File: config.mk
export PLATFORM = sky130hd
export DESIGN_NAME = cmp_sched
export DESIGN_NICKNAME = d
export VERILOG_FILES = /design/src/rtl/cmp_sched.sv
export SDC_FILE = /design/constraint.sdc
export NUM_CORES = 1
export LEC_CHECK = 0
export CAP_MARGIN = 20
export CORE_UTILIZATION = 37
export CTS_BUF_LIST = sky130_fd_sc_hd__clkbuf_16
export DETAILED_ROUTE_END_ITERATION = 10
export GPL_ROUTABILITY_DRIVEN = 0
export PLACE_DENSITY = 0.81
export SLEW_MARGIN = 20
export SYNTH_ARGS = -nofsm -noshare
export SYNTH_HDL_FRONTEND = slang
export SYNTH_SLANG_ARGS = --single-unit
export TNS_END_PERCENT = 30
File: constraint.sdc
create_clock -name clk -period 1.8 [get_ports clk]
set_input_delay 0.27 -clock clk [delete_from_list [all_inputs] [get_ports clk]]
set_output_delay 0.27 -clock clk [all_outputs]
set_load 0.02 [all_outputs]
File: src/rtl/cmp_sched.sv
// cmp_sched: round-robin sharing of one registered 16-bit equality comparator
// between the branch unit (id 0) and the set/compare ALU path (id 1).
module cmp_sched #(
   parameter int DATA_W = 16,
   parameter int CNT_W  = 8
) (
   input  logic              clk,
   input  logic              rst,
   input  logic              req0_valid,
   input  logic              req0_op,
   input  logic [DATA_W-1:0] req0_a,
   input  logic [DATA_W-1:0] req0_b,
   output logic              req0_ready,
   input  logic              req1_valid,
   input  logic              req1_op,
   input  logic [DATA_W-1:0] req1_a,
   input  logic [DATA_W-1:0] req1_b,
   output logic              req1_ready,
   output logic [DATA_W-1:0] cmp_a,
   output logic [DATA_W-1:0] cmp_b,
   output logic              cmp_eq,
   output logic              cmp_nq,
   input  logic [DATA_W-1:0] cmp_r,
   output logic              rsp_valid,
   output logic              rsp_id,
   output logic [DATA_W-1:0] rsp_result,
   input  logic              rsp_ready,
   output logic              busy,
   output logic [CNT_W-1:0]  cmp_count
);

   typedef enum logic [1:0] {
      IDLE,
      ISSUE,
      CAPTURE,
      RESP
   } state_t;

   state_t state, state_n;
   logic   last_q;
   logic   id_q;
   logic   res_q;
   logic   gnt0, gnt1;
   logic   sel_op;
   logic   unused_r;

   // last_q holds the id granted most recently; the other side wins ties
   always_comb begin
      gnt0    = 1'b0;
      gnt1    = 1'b0;
      state_n = state;
      unique case (state)
         IDLE: begin
            if (req0_valid && (!req1_valid || last_q)) begin
               gnt0    = 1'b1;
               state_n = ISSUE;
            end else if (req1_valid) begin
               gnt1    = 1'b1;
               state_n = ISSUE;
            end
         end
         ISSUE:   state_n = CAPTURE;
         CAPTURE: state_n = RESP;
         RESP:    if (rsp_ready) state_n = IDLE;
         default: state_n = IDLE;
      endcase
   end

   assign sel_op = gnt1 ? req1_op : req0_op;

   always_ff @(posedge clk) begin
      if (rst) begin
         state     <= IDLE;
         last_q    <= 1'b1;
         id_q      <= 1'b0;
         res_q     <= 1'b0;
         cmp_a     <= '0;
         cmp_b     <= '0;
         cmp_eq    <= 1'b0;
         cmp_nq    <= 1'b0;
         cmp_count <= '0;
      end else begin
         state  <= state_n;
         cmp_eq <= 1'b0;
         cmp_nq <= 1'b0;
         if (gnt0 || gnt1) begin
            cmp_a  <= gnt1 ? req1_a : req0_a;
            cmp_b  <= gnt1 ? req1_b : req0_b;
            id_q   <= gnt1;
            last_q <= gnt1;
            cmp_eq <= ~sel_op;
            cmp_nq <= sel_op;
         end
         if (state == CAPTURE) res_q <= cmp_r[0];
         if (state == RESP && rsp_ready)
            cmp_count <= cmp_count + CNT_W'(1);
      end
   end

   assign req0_ready = gnt0 & ~rst;
   assign req1_ready = gnt1 & ~rst;
   assign rsp_valid  = (state == RESP);
   assign busy       = (state != IDLE);
   assign rsp_id     = id_q;
   assign rsp_result = {{(DATA_W-1){1'b0}}, res_q};
   assign unused_r   = ^cmp_r[DATA_W-1:1];

endmodule
==> results <==
- Entering global routing, the biggest net connects 37 pins.
- After synthesis, the most frequently instantiated cells are sky130_fd_sc_hd__dfxtp_1 (47), sky130_fd_sc_hd__nor2_1 (38), sky130_fd_sc_hd__nand2_1 (36), sky130_fd_sc_hd__nand2_2 (23), sky130_fd_sc_hd__a311oi_2 (22).
- The global route total overflow is 0.
- The parity-gate share of the synthesized area counting xor and xnor cells is 0.0254.
- The clock tree synthesis step divided the H-tree into 2 levels.
- The chip width is 82.8 um.
- The height of the die is 82.8 um.
- For this run, the leading register cell type out of synthesis is sky130_fd_sc_hd__dfxtp_1.
- Across the VDD grid, the largest voltage drop is 0.802 mV.
- In this run, synthesis inferred 0 flip-flops with an integrated enable.
- The critical path startpoint category is a flop.
- Headroom to the max-slew limit came out at 0.644.
- The share of the synthesized area in the top cell type is 0.389.
- After synthesis, the share of flip-flops with an asynchronous set or reset is 0.
- Summing all multi-input logic gate instances after layout gives 1240 sq um.
- Across the whole layout, storage elements account for 941 sq um.
- The final-report max-slew violation count came to 0.
- The area growth from synthesis to layout is 57.8%.
- The number of antenna repair diodes is 0.
- The post-synth design cell area is 2420 sq um.
- Summing all placed instances gives a cell area of 3660 sq um.
- The first detailed-routing pass ran for 4 iterations.
- The number of global-route vias before repair is 2188.
- The arrival time of the worst setup path is 1.43 ns.
- The required time of the worst setup path is 1.53 ns.
- The first global-routing pass estimated 10000 um of wire.
- Input and output buffers added on the ports amount to 119.
- Static timing analysis puts the maximum clock frequency at 0.589 GHz.
- The clock arrives with 0.00551 ns of skew.
- The floorplan die area is 6860 sq um.
- The number of nets with antenna violations after routing is 0.
- The number of storage elements in the synthesis netlist is 47.
- The wire-length estimate of the detail-placed layout is 4600 um.
- The final routed wire length divided by cell count is 13.3 um.
- 150 I/O pins were placed.
- The cell taking the most area after synthesis is sky130_fd_sc_hd__dfxtp_1.
- The root buffer cell chosen for the clock tree is sky130_fd_sc_hd__clkbuf_16.
- Setup repair after global routing left no endpoint under its margin.
- The maximum fanout count along the critical path is 6.
- Ranked by total cell area, the synthesized netlist is headed by sky130_fd_sc_hd__dfxtp_1 (39%), sky130_fd_sc_hd__a311oi_2 (14%), sky130_fd_sc_hd__buf_4 (6.5%).
- Measured against the total synthesized area, the mux share comes to 0.0580.
- The synthesized instance count is 259.
- In this run the standard cell core region covers 6310 sq um.
- The combined global-route utilization of all metal layers is 0.179.
- The number of clock sinks is 47.
- The number of buffers between clock root and the deepest sink is 2.
- The number of library cell types mapped by synthesis is 30.
- The total number of yosys warnings is 0.
- For the final routed database, the setup TNS stands at 0 ns.
- The critical setup path kind is reg2out.
- For the pin with the worst max-slew slack, the measured transition is 0.535 ns.
- The overall via count from detail_route is 2216.
- Using the TritonRoute via totals, the vias-per-cell ratio works out to 4.79.
- The share of the synthesized area in compound gates (AO/OA/AOI/OAI) is 0.169.
- The pre-CTS worst setup slack is -0.136 ns.
- The post-synthesis simple-gate area fraction is 0.216.
- The clock reaches the later pin of the worst-skew pair after 0.28 ns.
- The run finished with clean final reports.
- The part of the cycle the worst path needs is 0.944.
- The path class of the tightest hold or removal check is reg2reg.
- Power spread over the standard cell area amounts to 1430 nW/um^2.
- A synthesized cell averages 9.33 sq um.
- The clock-pin slew of the registers on the worst-case setup and hold paths is 0.06 ns.
- Clock tree synthesis inserted a total of 5 buffers.
- The portion of the post-synthesis area used by sequential elements is 0.389.
- The number of nets in the finished design is 477.
- The initial antenna violation count came to 0.
- Across the run, the number of max-cap violations was 0.
- In the routed design, unresolved DRC markers number 0.
- After routing the design area is 3810 sq um.
- The TritonCTS clock tree is built.
- The number of DRC markers in iteration 0 is 39.
- The floorplan has 29 rows.
- The minimum clock period is 1.70 ns.
- The post-synthesis adder-cell area fraction is 0.0207.
- The final worst-path setup slack is 0.101 ns.
- For this block, the routed nets add up to 6150 um of wire.
- The total count of hold-check failures in the final report is 0.
- The type of element capturing the critical path is an output pin.
- The post-CTS repair timing setup buffer count is 0.
- The count of endpoints failing setup in the final report is 0.
- The effective utilization at floorplan is 0.383.
- sky130_fd_sc_hd__dfxtp_1 is the most common cell in the netlist.
- Buffers inserted to repair hold after CTS numbered 0.
- The number of fill cells in the layout is 555.
- By area, the combinational part of the netlist is dominated by simple AND/OR/NAND/NOR gates.
- The layout cell share with drive strength beyond 1 is 0.205.
- For this design the static power due to leakage is 1.55 nW.
worst max-delay path: stages (launching register included):
cell	delay [ns]
sky130_fd_sc_hd__dfxtp_1	0.31
sky130_fd_sc_hd__inv_1	0.07
sky130_fd_sc_hd__ha_2	0.24
sky130_fd_sc_hd__inv_2	0.05
sky130_fd_sc_hd__nor2_1	0.12
sky130_fd_sc_hd__and3_1	0.18
sky130_fd_sc_hd__buf_2	0.17
cell usage in the layout (no fill, tap or decap), types with 9 or more instances in the layout:
cell	instances
sky130_fd_sc_hd__a311oi_2	22
sky130_fd_sc_hd__buf_4	18
sky130_fd_sc_hd__clkdlybuf4s50_1	114
sky130_fd_sc_hd__conb_1	15
sky130_fd_sc_hd__dfxtp_1	47
sky130_fd_sc_hd__mux2i_1	14
sky130_fd_sc_hd__nand2_1	36
sky130_fd_sc_hd__nand2_2	23
sky130_fd_sc_hd__nor2_1	38
sky130_fd_sc_hd__o21ai_1	9
timing repair:
action / 4_1_cts / 5_1_grt
resized for setup: 8 / 0
hold endpoints to repair: 0 / 0
setup endpoints to repair: 4 / 0
metal layers:
| metal | vias to the layer above | share of wire | GRT usage |
|---|---|---|---|
| met5 | - | 0 | 0 |
| met2 | 83 | 0.52 | 0.338 |
| met3 | 10 | 0.058 | 0.0437 |
| li1 | 1095 | - | - |
| met1 | 1028 | 0.41 | 0.196 |
| met4 | 0 | 0.019 | 0.0549 |
area by class of cell:
| class | instances | share of cell area |
|---|---|---|
| inverters | 3 | 0.00295 |
| clock inverters | 2 | 0.00886 |
| well taps | 77 | 0.0253 |
| flip-flops and latches | 47 | 0.247 |
| multi-input cells | 190 | 0.326 |
| clock buffers | 5 | 0.0328 |
| repair buffers | 139 | 0.358 |
logic make-up (layout without fill, tap and decap cells):
logic type	Yosys count	in the layout
adder cells (fa/ha/maj)	4	4
AND/OR/NAND/NOR	113	113
buffers and inverters	36	149
XOR/XNOR	7	7
other	1	15
flip-flops	47	47
multiplexers	14	14
AO/OA/AOI/OAI	37	37
final timing paths:
| check | start | endpoint | slack (ns) | cells past startpoint |
|---|---|---|---|---|
| worst min register to register | cmp_b[3]$_SDFFE_PP0P_ | cmp_b[3]$_SDFFE_PP0P_ | 0.45 | 2 |
| worst max register to register | state[0]$_SDFFE_PP0P_ | cmp_b[15]$_SDFFE_PP0P_ | 0.25 | 7 |
| worst min-delay path | cmp_b[3]$_SDFFE_PP0P_ | cmp_b[3]$_SDFFE_PP0P_ | 0.45 | 2 |
| worst max-delay path | state[0]$_SDFFE_PP0P_ | req0_ready | 0.10 | 6 |
registers in the layout, summed over array words and instances, names as in the netlist:
| name | flops |
|---|---|
| cmp_nq | 1 |
| rsp_id | 1 |
| state | 2 |
| cmp_a | 16 |
| cmp_eq | 1 |
| cmp_b | 16 |
| cmp_count | 8 |
| res_q | 1 |
| last_q | 1 |
metrics by stage:
step / power, mW / hold slack (ns) / utilization / instances
2_1_floorplan: 3.38 / 0.417 / - / 273
6_report: 5.44 / 0.448 / 0.604 / 463
3_5_place_dp: 4.50 / 0.442 / 0.580 / 456
5_1_grt: 5.78 / 0.463 / 0.604 / 463
4_1_cts: 5.51 / 0.449 / 0.604 / 463
3_3_place_gp: 4.41 / 0.434 / 0.580 / 456
where the power goes:
group | switching [mW] | internal, mW
combinational | 1.51 | 1.41
clock | 0.366 | 0.642
sequential | 0.157 | 1.36
No activity file was read; power rests on OpenSTA's default activity.
